--- config.mk ---
export PLATFORM = sky130hd
export DESIGN_NAME = if_stage
export DESIGN_NICKNAME = d
export VERILOG_FILES = /design/src/rtl/if_stage.sv
export SDC_FILE = /design/constraint.sdc
export NUM_CORES = 1
export LEC_CHECK = 0
export BUFFER_PORTS_ARGS = -buffer_cell sky130_fd_sc_hd__buf_4
export CORE_AREA = 3 3 126 128
export DETAILED_ROUTE_END_ITERATION = 10
export DIE_AREA = 0 0 129 131
export GPL_TIMING_DRIVEN = 0
export PLACE_DENSITY = 0.84
export SYNTH_ARGS = -nofsm -noshare
export SYNTH_HDL_FRONTEND = slang
export SYNTH_SLANG_ARGS = --single-unit
export TNS_END_PERCENT = 30
--- constraint.sdc ---
create_clock -name clk_i -period 12.2 [get_ports clk_i]
set_input_delay 1.22 -clock clk_i [delete_from_list [all_inputs] [get_ports clk_i]]
set_output_delay 1.22 -clock clk_i [all_outputs]
set_load 0.05 [all_outputs]
--- src/rtl/if_stage.sv ---
// Instruction fetch stage: fetch PC, single-outstanding memory request FSM and a
// 2-entry {pc, instr} buffer feeding decode, with redirect flush and stale-response drop.
module if_stage #(
  parameter logic [31:0] RESET_PC  = 32'h0000_0000,
  parameter logic [31:0] NOP_INSTR = 32'h0000_0013
) (
  input  logic        clk_i,
  input  logic        rst_i,
  input  logic        br_taken_i,
  input  logic [31:0] new_pc_i,
  input  logic        stall_i,
  output logic        imem_req_o,
  output logic [31:0] imem_addr_o,
  input  logic        imem_ready_i,
  input  logic        imem_rvalid_i,
  input  logic [31:0] imem_rdata_i,
  output logic        instr_valid_o,
  output logic [31:0] instr_o,
  output logic [31:0] pc_o,
  output logic [31:0] pc_plus4_o
);

  typedef enum logic [1:0] {FETCH, WAIT, DISCARD} state_t;

  state_t      state;
  logic [31:0] fetch_pc;
  logic [31:0] req_pc;
  logic [31:0] fifo_pc    [2];
  logic [31:0] fifo_instr [2];
  logic        rd_ptr, wr_ptr;
  logic [1:0]  count;

  logic        accept, push, pop;
  logic [31:0] target;
  logic        unused_low;

  assign target     = {new_pc_i[31:2], 2'b00};
  assign unused_low = ^new_pc_i[1:0];

  // In FETCH nothing is outstanding, so count < 2 is the whole credit check.
  // Gating with rst_i keeps the request low while reset is held.
  assign imem_req_o  = !rst_i && (state == FETCH) && (count != 2'd2);
  assign imem_addr_o = fetch_pc;
  assign accept      = imem_req_o && imem_ready_i;
  assign push        = (state == WAIT) && imem_rvalid_i && !br_taken_i;
  assign pop         = instr_valid_o && !stall_i && !br_taken_i;

  always_ff @(posedge clk_i or posedge rst_i) begin
    if (rst_i) begin
      state    <= FETCH;
      fetch_pc <= RESET_PC;
      req_pc   <= RESET_PC;
    end else begin
      if (accept)
        req_pc <= fetch_pc;
      if (br_taken_i)
        fetch_pc <= target;
      else if (accept)
        fetch_pc <= fetch_pc + 32'd4;
      case (state)
        FETCH:   if (accept) state <= br_taken_i ? DISCARD : WAIT;
        WAIT: begin
          // A response landing with the redirect is dropped and closes the transaction.
          if (imem_rvalid_i)   state <= FETCH;
          else if (br_taken_i) state <= DISCARD;
        end
        DISCARD: if (imem_rvalid_i) state <= FETCH;
        default: state <= FETCH;
      endcase
    end
  end

  always_ff @(posedge clk_i or posedge rst_i) begin
    if (rst_i) begin
      rd_ptr <= 1'b0;
      wr_ptr <= 1'b0;
      count  <= 2'd0;
    end else if (br_taken_i) begin
      rd_ptr <= 1'b0;
      wr_ptr <= 1'b0;
      count  <= 2'd0;
    end else begin
      if (push) wr_ptr <= ~wr_ptr;
      if (pop)  rd_ptr <= ~rd_ptr;
      count <= count + {1'b0, push} - {1'b0, pop};
    end
  end

  always_ff @(posedge clk_i) begin
    if (push) begin
      fifo_pc[wr_ptr]    <= req_pc;
      fifo_instr[wr_ptr] <= imem_rdata_i;
    end
  end

  assign instr_valid_o = (count != 2'd0);
  assign instr_o       = instr_valid_o ? fifo_instr[rd_ptr] : NOP_INSTR;
  assign pc_o          = instr_valid_o ? fifo_pc[rd_ptr] : 32'd0;
  assign pc_plus4_o    = pc_o + 32'd4;

endmodule

==> results.md <==
- Status: finished, final reports clean
- Fmax: 0.176 GHz
- Clk sink count: 190
- Hold crit path type: flip-flop to flip-flop
- Part of the power in registers: 49.3%
- Total track usage: 24.6%
- Number of fill cells in the layout: 1063
- WL per Instance: 18.0 um
- Layout area overhead: 27.1%
- Switching power: 467 uW
- Pre-CTS WS: 7080 ps
- Tmin final: 5680 ps
- Max-cap viol count: 0
- Die width: 129 um
- FP Rows: 45
- Initial antenna violation count: 0
- Placed cell area: 10400 sq um
- I/O Buffers: 191
- Met2 GRT Util: 41.6%
- Post-synthesis sequential area ratio: 62.4%
- Final setup fails: 0
- Drt drc: 0
- Clock Power Share: 33.3%
- DR pass1 iterations: 7
- Core area: 15000 sq um
- I/O Pins: 200
- Cell Count, Final, Fillers Out: 1157
- WP data arrival: 4460 ps
- Syn Area/Cell: 11.7 sq um
- Design Power: 1.59 mW
- GP Congestion: 0.875
- Post-layout util: 73.1%
- Skew-Pair Late Insertion Delay: 430 ps
- Antenna Nets Post-Route: 0
- Via count: 6386
- Via-to-Cell Ratio: 5.52
- CTS H-tree lvls: 4
- DIE AREA: 16900 sq um
- Placed insts: 1125
- Worst VDD drop: 0.000118 V
- Sw Share: 29.4%
- Crit Path Max Fanout: 10
- CTS tree: built
- Initial Util: 57.5%
- Total gr overflow: 0
- RSZ-0062 raised after global routing: false
- Cell-internal power: 1.12 mW
- Clock buffer depth: 2
- Final cycle utilization of the critical path: 46.5%
- Synth warn: 0
- Layout cells sized above 1: 27.1%
- Max transition margin: 39.0%
- Die span in y: 131 um
- Worst EP required: 10980 ps
- Hold WS: 479 ps
- Post-CTS Hold Buffers: 0
- Vias in the first global route: 6139
- Post-Route WL: 20.9 mm
- Finished Cell Area: 11000 sq um
- Seq cells post-synth: 190
- Largest net degree at the start of global routing: 37
- Dpl hpwl: 15.2 mm
- GRT busiest layer: met2
- Post-CTS sizing: 0
- Sum Neg Setup Slack: 0 ps
- Ant diodes: 0
- Fin nets: 1030
- Cell variety after synth: 46
- Predominant post-synthesis flop cell: edfxtp_1
- Setup CP Type: flip-flop to output port
- Critical Path End Type: output port
- Fin worst setup slack: 6520 ps
- Root buffer cell: clkbuf_16
- Clock transition at path regs: 60 ps
- Final Skew: 7.37 ps
- DR iter-0 viols: 623
- CTS Buf Count: 17
- Slew @ Worst Pin: 912 ps
- R2R Setup Slk: 9140 ps
- # Post-CTS Setup Buffers: 0
- GRT met3 Usage: 5.33%
- EDFF count, synth: 124
- Nature of the critical path startpoint: flip-flop
- P_leak: 4.48 nW
- Cell Pwr Density: 145 nW/um^2
- Combinational power share: 17.4%
- Final Slew Violations: 0
- Final hold violation count: 0
- Met1 usage: 32.1%
- Cells after Synth: 738
- First-pass GRT wire length: 32.1 mm
- Post-Syn Area: 8610 sq um
- Fraction of registers with async set/reset: 34.7%
metal layers:
layer  wire, um  share of wire [%]  vias up
li1           -                  -     3033
met4        434                2.1        0
met5          0                  0        -
met3       1540                7.4       33
met2      10100                 48      288
met1       8780                 42     3032
cells by family (layout without fill, tap and decap cells):
family                   count (synthesis)  in the layout  synth area share, %
buffers and inverters                   57            283                 3.14
multiplexers                            66             66                 7.74
flip-flops                             190            190                 62.4
adder cells (fa/ha/maj)                  4              4                0.581
XOR/XNOR                                57             57                 5.80
AO/OA/AOI/OAI                           48             48                 3.18
other                                    1              6               0.0435
AND/OR/NAND/NOR                        315            315                 17.1
registers in the layout, indices dropped and copies added (netlist names):
name         cells
wr_ptr           1
count            2
rd_ptr           1
fifo_pc         60
imem_addr_o     30
state            2
req_pc          30
fifo_instr      64
cells in the final DEF, fill, tap and decap left out, drive strengths merged, types with 3 or more instances in the layout:
master	n
nor2	69
and3	4
or3	4
xor2	38
xnor2	19
nand4	19
buf	218
nand3	28
a21oi	4
clkinv	8
nor4	17
dfrtp	66
mux2	5
a211oi	5
nand2	133
conb	6
or4	3
clkbuf	41
and4	4
nand3b	6
edfxtp	124
nor3	14
ha	4
nor2b	4
inv	14
mux2i	61
o21ai	34
worst max-delay path, stage by stage, from the launching register on:
cell     delay [ps]
dfrtp_1         400
nor2_1          240
buf_2           310
buf_1           350
buf_2           280
buf_1           440
buf_1           490
nor2_1          190
ha_1            280
nand4_1         200
buf_2           290
nor4_1           90
xor2_1          210
buf_4           230
power groups by stage:
stage / registers (mW) / logic (mW) / clock network (mW)
floorplan: 0.814 / 0.155 / 0
detailed placement: 0.795 / 0.276 / 0
global route: 0.788 / 0.296 / 0.558
finish: 0.783 / 0.277 / 0.529
global placement: 0.791 / 0.269 / 0
CTS: 0.782 / 0.278 / 0.534
synth_stat cells, types with 3 or more instances:
| cell type | count | share of area [%] |
|---|---|---|
| xor2_1 | 38 | 3.9 |
| nand3b_1 | 6 | 0.52 |
| buf_1 | 4 | 0.17 |
| nand4_1 | 18 | 1.3 |
| dfrtp_1 | 66 | 19 |
| or3_1 | 4 | 0.29 |
| a21oi_1 | 4 | 0.23 |
| and4_1 | 4 | 0.41 |
| nor3_1 | 13 | 0.76 |
| mux2i_1 | 61 | 7.1 |
| mux2_2 | 5 | 0.65 |
| a211oi_1 | 3 | 0.26 |
| nand3_1 | 28 | 1.6 |
| buf_2 | 9 | 0.52 |
| inv_1 | 12 | 0.52 |
| clkbuf_1 | 20 | 0.87 |
| nand2_1 | 133 | 5.8 |
| nor4_1 | 17 | 1.2 |
| ha_1 | 4 | 0.58 |
| or4_1 | 3 | 0.26 |
| nor2_1 | 68 | 3.0 |
| buf_4 | 10 | 0.87 |
| o21ai_0 | 33 | 1.9 |
| edfxtp_1 | 124 | 43 |
| nor2b_1 | 4 | 0.29 |
| xnor2_1 | 19 | 1.9 |
| and3_1 | 4 | 0.29 |
final cells by class:
class	count	area (sq um)	area share, %
Buffer	44	221	2.02
Tap cell	188	235	2.15
Clock buffer	21	493	4.50
Inverter	13	48.8	0.446
Sequential cell	190	5380	49.1
Clock inverter	11	80.1	0.731
Timing Repair Buffer	194	1490	13.6
Multi-Input combinational cell	496	3000	27.4
worst paths after layout:
path,start,endpoint,cells past startpoint
worst min-delay path,req_pc[7]$_DFFE_PP0P_,fifo_pc[1][7]$_DFFE_PP_,0
min in group asynchronous,rst_i,imem_addr_o[15]$_DFFE_PP0P_,2
worst max-delay path,count[1]$_DFF_PP0_,pc_plus4_o[26],13
worst max register to register,count[1]$_DFF_PP0_,count[1]$_DFF_PP0_,11
max in group asynchronous,rst_i,req_pc[18]$_DFFE_PP0P_,3
worst min register to register,req_pc[7]$_DFFE_PP0P_,fifo_pc[1][7]$_DFFE_PP_,0
Power figures use the tool's default switching activity.
